$ cat src/rtl/led_pkg.sv
// Shared encodings and helpers for the LED sequencer.
package led_pkg;

   typedef enum logic [1:0] {
      MODE_RUN_R  = 2'd0,
      MODE_RUN_L  = 2'd1,
      MODE_BOUNCE = 2'd2,
      MODE_FILL   = 2'd3
   } mode_e;

   typedef enum logic {
      DIR_LEFT  = 1'b0,
      DIR_RIGHT = 1'b1
   } dir_e;

   localparam logic [7:0] SEED_ONEHOT = 8'h01;
   localparam logic [7:0] SEED_FILL   = 8'h00;

   // Pattern a mode starts from.
   function automatic logic [7:0] mode_seed(input mode_e mode);
      return (mode == MODE_FILL) ? SEED_FILL : SEED_ONEHOT;
   endfunction

   // One-hot for the walking modes, thermometer code for FILL.
   function automatic logic led_legal(input mode_e mode, input logic [7:0] led);
      if (mode == MODE_FILL) begin
         return (led & (led + 8'd1)) == 8'd0;
      end
      return (led != 8'd0) && ((led & (led - 8'd1)) == 8'd0);
   endfunction

endpackage

$ cat src/rtl/led_tick_gen.sv
// Step counter: divides CLK by T_STEP >> speed, freezes while paused.
module led_tick_gen #(
   parameter int unsigned T_STEP = 50000000,
   parameter int unsigned CNT_W  = 26
) (
   input  logic       CLK,
   input  logic       RSTn,
   input  logic [1:0] speed_i,
   input  logic       paused_i,
   input  logic       clr_i,
   output logic       step_o
);

   logic [CNT_W-1:0] count_q, count_d;
   logic [CNT_W-1:0] period_m1;

   // Terminal count for the current speed, and the step strobe.
   always_comb begin
      period_m1 = CNT_W'((T_STEP >> speed_i) - 32'd1);
      step_o    = !paused_i && (count_q == period_m1);
   end

   // Clear wins over everything; pause holds the count mid-period.
   always_comb begin
      count_d = count_q;
      if (clr_i) begin
         count_d = '0;
      end else if (paused_i) begin
         count_d = count_q;
      end else if (step_o) begin
         count_d = '0;
      end else begin
         count_d = count_q + CNT_W'(1);
      end
   end

   // Counter register.
   always_ff @(posedge CLK or negedge RSTn) begin
      if (!RSTn) begin
         count_q <= '0;
      end else begin
         count_q <= count_d;
      end
   end

endmodule

$ cat src/rtl/led_seq_ctrl.sv
// LED pattern sequencer: mode/speed/pause registers and pattern stepping.
module led_seq_ctrl
   import led_pkg::*;
#(
   parameter int unsigned T_STEP = 50000000,
   parameter int unsigned CNT_W  = 26
) (
   input  logic       CLK,
   input  logic       RSTn,
   input  logic       Mode_Key,
   input  logic       Speed_Key,
   input  logic       Pause_Key,
   output logic [7:0] LED_Out,
   output logic [1:0] Mode,
   output logic [1:0] Speed,
   output logic       Paused,
   output logic       Step_Tick
);

   logic [7:0] led_q, led_d;
   mode_e      mode_q, mode_d;
   logic [1:0] speed_q, speed_d;
   logic       paused_q, paused_d;
   dir_e       dir_q, dir_d;
   logic       tick_q, tick_d;

   logic [7:0] pat_next;
   dir_e       dir_next;
   logic       step;

   led_tick_gen #(
      .T_STEP (T_STEP),
      .CNT_W  (CNT_W)
   ) u_tick_gen (
      .CLK      (CLK),
      .RSTn     (RSTn),
      .speed_i  (speed_q),
      .paused_i (paused_q),
      .clr_i    (Mode_Key | Speed_Key),
      .step_o   (step)
   );

   // Next pattern for the current mode; an illegal pattern falls back to the seed.
   always_comb begin
      pat_next = led_q;
      dir_next = dir_q;
      if (!led_legal(mode_q, led_q)) begin
         pat_next = mode_seed(mode_q);
         dir_next = DIR_LEFT;
      end else begin
         unique case (mode_q)
            MODE_RUN_R: pat_next = {led_q[0], led_q[7:1]};
            MODE_RUN_L: pat_next = {led_q[6:0], led_q[7]};
            MODE_BOUNCE: begin
               if (dir_q == DIR_LEFT) begin
                  pat_next = {led_q[6:0], 1'b0};
                  if (pat_next == 8'h80) dir_next = DIR_RIGHT;
               end else begin
                  pat_next = {1'b0, led_q[7:1]};
                  if (pat_next == 8'h01) dir_next = DIR_LEFT;
               end
            end
            MODE_FILL: pat_next = (led_q == 8'hFF) ? 8'h00 : {led_q[6:0], 1'b1};
         endcase
      end
   end

   // Key handling; a mode change discards a coincident step.
   always_comb begin
      led_d    = led_q;
      mode_d   = mode_q;
      speed_d  = speed_q;
      paused_d = paused_q;
      dir_d    = dir_q;
      tick_d   = 1'b0;
      if (step) begin
         led_d  = pat_next;
         dir_d  = dir_next;
         tick_d = 1'b1;
      end
      if (Mode_Key) begin
         mode_d = mode_e'(mode_q + 2'd1);
         led_d  = mode_seed(mode_d);
         dir_d  = DIR_LEFT;
         tick_d = 1'b0;
      end
      if (Speed_Key) speed_d = speed_q + 2'd1;
      if (Pause_Key) paused_d = ~paused_q;
   end

   // Control and output registers.
   always_ff @(posedge CLK or negedge RSTn) begin
      if (!RSTn) begin
         led_q    <= SEED_ONEHOT;
         mode_q   <= MODE_RUN_R;
         speed_q  <= 2'd0;
         paused_q <= 1'b0;
         dir_q    <= DIR_LEFT;
         tick_q   <= 1'b0;
      end else begin
         led_q    <= led_d;
         mode_q   <= mode_d;
         speed_q  <= speed_d;
         paused_q <= paused_d;
         dir_q    <= dir_d;
         tick_q   <= tick_d;
      end
   end

   assign LED_Out   = led_q;
   assign Mode      = mode_q;
   assign Speed     = speed_q;
   assign Paused    = paused_q;
   assign Step_Tick = tick_q;

endmodule
$ cat config.mk
export PLATFORM = sky130hd
export DESIGN_NAME = led_seq_ctrl
export DESIGN_NICKNAME = d
export VERILOG_FILES = /design/src/rtl/led_pkg.sv /design/src/rtl/led_tick_gen.sv /design/src/rtl/led_seq_ctrl.sv
export SDC_FILE = /design/constraint.sdc
export NUM_CORES = 1
export LEC_CHECK = 0
export CAP_MARGIN = 25
export CORE_MARGIN = 2
export CORE_UTILIZATION = 60
export CTS_CLUSTER_DIAMETER = 40
export DETAILED_ROUTE_END_ITERATION = 16
export GPL_TIMING_DRIVEN = 0
export PLACE_DENSITY = 0.92
export SLEW_MARGIN = 20
export SYNTH_ARGS = -nofsm -noshare
export SYNTH_HDL_FRONTEND = slang
export SYNTH_HIERARCHICAL = 1
export SYNTH_SLANG_ARGS = --single-unit
$ cat constraint.sdc
create_clock -name CLK -period 2.7 [get_ports CLK]
set_input_delay 0.54 -clock CLK [delete_from_list [all_inputs] [get_ports CLK]]
set_output_delay 0.54 -clock CLK [all_outputs]
set_load 0.005 [all_outputs]
==> key figures <==
Layout
  – N_diodes: 0
  – Nets: 375
  – Post-layout util: 71.6%
  – Area growth syn-to-layout: 15.4%
  – Non-Filler Instances: 419
  – FILL cells: 357
  – Share of layout cells above drive strength 1: 14.0%

Setup path
  – Top delay family on crit path: compound AO/OA/AOI/OAI gates
  – Worst R2R Path Depth: 9
  – Critical path endpoint category: register
  – Critical path data arrival time: 2.75 ns
  – CP max stage delay: 0.47 ns
  – Crit path cell chain: buf_6 -> nand3b_1 -> a221o_1 -> a32oi_2 -> and3_4 -> and2b_1 -> nor4b_4 -> a22oi_2 -> o31ai_1
  – CP bufs+invs: 1
  – Req. time, crit path: 2.91 ns
  – Setup crit start kind: register
  – Crit Path Class: reg2reg
  – CP startpoint: Speed[1]
  – Levels on crit path: 9
  – Crit path max fanout: 10
  – Reg2reg start: Speed[1]
  – Critical path's slowest cell: dfrtp_2

Synthesis
  – Post-synthesis sequential area ratio: 35.3%
  – Compound-Gate Fraction of Synth Area: 21.1%
  – Yosys cell types: 65
  – Post-synth top area cell: dfrtp_1
  – #FFs+latches synth: 41
  – Syn_nets: 347
  – Xor and xnor fraction of the mapped netlist area: 1.81%
  – Top post-synthesis cells by area: dfrtp_1, nand2_1, nand3_1
  – Area share of the leading cell type in the synthesized netlist: 34.4%
  – FFs w/ async S/R, synth: 100%
  – Largest family of logic cells by synthesized area: simple AND/OR/NAND/NOR gates
  – Simple-gate share of the synthesized area: 32.3%
  – Synth Area per Inst: 8.66 µm²
  – Mapped cell area: 2910 µm²
  – Top post-synthesis cells by count: nand2_1, dfrtp_1, nand3_1
  – Synth Area in Adders: 2.58%
  – Gate Count Post-Synth: 336
  – Post-synth EDFFs: 0
  – Count leader, synth: nand2_1
  – YS warnings: 6
  – Post-synthesis mux area share: 0.688%
  – Post-synth top flop: dfrtp_1

STA
  – Min Tclk post-route: 2.54 ns
  – Fmax: 394 MHz
  – Final Setup Violations: 0
  – Final Skew: 0.0106 ns
  – Fin crit share: 94.1%
  – Slew Viols, Final: 0
  – Slew margin rel.: 62.8%
  – Final Hold Viols: 0
  – Worst slew pin tran: 0.556 ns

Route
  – DRT antenna net count: 0
  – WL/cell: 17.7 µm
  – Residual DRC count: 0
  – Routed vias: 2,796
  – Routed wire length: 7.44 mm
  – Drt initial violations: 212
  – Drt pass-1 iters: 5
  – Vias per Instance: 6.67

Floorplan
  – Core area: 4690 µm²
  – Die width: 73.6 µm
  – Die ar.: 5420 µm²
  – Starting Density: 62.0%
  – I/O pins: 19
  – Cell Rows: 25
  – Die Y: 73.6 µm

Clock network
  – H-tree Lvls: 2
  – Clk sinks: 41
  – Cts hold-fix bufs: 0
  – Reg clk slew, reported paths: 0.08 ns
  – TritonCTS clock tree: done
  – CTS max path bufs: 2
  – Worst skew pair latency: 0.30 ns
  – Total CTS buffers: 5
  – Clock root buffer: clkbuf_8

Global route
  – Vias in the first global route: 2,652
  – First-pass GRT wire length: 12.4 mm
  – Initial antenna violation count: 0
  – GRT Util Overall: 29.4%
  – Largest net degree at the start of global routing: 27
  – Global route overflow: 0

Placement
  – PortBufs: 17
  – Placed wire-length estimate: 5.13 mm
  – Dpl cells: 408
  – Routability cong.: 0.968

Power
  – PwrDens: 615 nW/µm²
  – Max rail drop VDD: 394 µV
  – Lkg Pwr: 1.32 nW

Min path
  – Hold WC Path Type: in2async

Outcome
  – Outcome: complete, no violations

Job
  – Max-cap violations: 0
[where the power goes]
part / internal [mW] / switching (mW) / leakage [nW]
combinational: 0.304 / 0.407 / 0.698
clock: 0.367 / 0.222 / 0.0681
sequential: 0.672 / 0.0917 / 0.556
total: 1.34 / 0.721 / 1.32
[logic make-up (layout without fill, tap and decap cells)]
family / after synthesis / count (layout)
mux: 2 / 2
flops: 41 / 41
fa+ha+maj: 6 / 6
buf+inv: 34 / 63
xor+xnor: 6 / 6
simple gates: 165 / 165
compound gates: 82 / 82
[path summary, 6_finish.rpt]
path | to | slack, ns
worst max-delay path | LED_Out[2] | 0.16
worst min-delay path | LED_Out[4] | 0.15
worst max register to register | LED_Out[2] | 0.16
worst min register to register | u_tick_gen/count_q[0] | 0.54
max in group asynchronous | u_tick_gen/count_q[11] | 2.06
min in group CLK | u_tick_gen/count_q[0] | 0.54
[repair_timing]
action,4_1_cts,5_1_grt
pin swaps,0,5
gates resized for setup,2,8
setup buffers,0,3
endpoints found under the setup margin,6,8
[registers in the layout, indices dropped and copies added (netlist names)]
register / flops
dir_q: 1
Step_Tick: 1
Speed: 2
Paused: 1
u_tick_gen/count_q: 26
Mode: 2
LED_Out: 8
[metal layers]
metal  GRT usage, %  up-vias  routed length (µm)
met5              0        -                   0
met4           16.0        0                 209
met3           5.21       23                 467
met2           48.5      125                3740
met1           36.5     1349                3020
li1               -     1299                   -
[cells in the final DEF (no fill, tap or decap), types with 3 or more instances in the layout]
master / Yosys / routed
a211oi_1: 4 / 4
a21oi_1: 10 / 9
a221oi_1: 7 / 7
a31oi_1: 6 / 6
and2_1: 3 / 3
and3_1: 5 / 4
buf_2: 9 / 10
buf_4: 1 / 4
buf_6: 5 / 5
clkbuf_1: 3 / 3
clkbuf_8: 0 / 5
clkdlybuf4s50_1: 0 / 16
dfrtp_1: 40 / 38
ha_1: 6 / 6
inv_1: 16 / 16
nand2_1: 41 / 41
nand2b_1: 6 / 6
nand3_1: 28 / 28
nand4_1: 7 / 7
nor2_1: 12 / 12
nor2b_1: 20 / 20
nor3_1: 9 / 9
nor4_1: 3 / 3
o2111ai_1: 3 / 3
o21ai_0: 17 / 17
o21ai_1: 3 / 3
o31ai_1: 7 / 4
o31ai_2: 0 / 3
or2_2: 3 / 3
or3_1: 5 / 5
xor2_1: 5 / 5
[cell type report]
cell class	instances	area, µm²	area share (%)
clock buffers	5	68.8	2.05
clock inverters	3	65.1	1.94
well taps	54	67.6	2.01
repair buffers	21	208	6.18
flip-flops and latches	41	1030	30.7
plain buffers	18	120	3.58
multi-input cells	261	1740	51.8
inverters	16	60.1	1.79
[per-stage QoR]
stage | power (mW) | setup TNS [ns] | setup slack (ns) | hold WS (ns) | instance area (µm²)
after CTS | 2.05 | 0 | 0.0327 | 0.160 | 3300
after global placement | 1.44 | -0.00813 | -0.00813 | 0.517 | 3150
after detailed placement | 1.46 | -0.0960 | -0.0624 | 0.485 | 3160
after floorplan | 1.21 | 0 | 0.339 | 0.244 | 2910
final | 2.06 | 0 | 0.160 | 0.154 | 3360
after global routing | 2.18 | -0.00345 | -0.00239 | 0.173 | 3360
No activity file was read; power rests on OpenSTA's default activity.
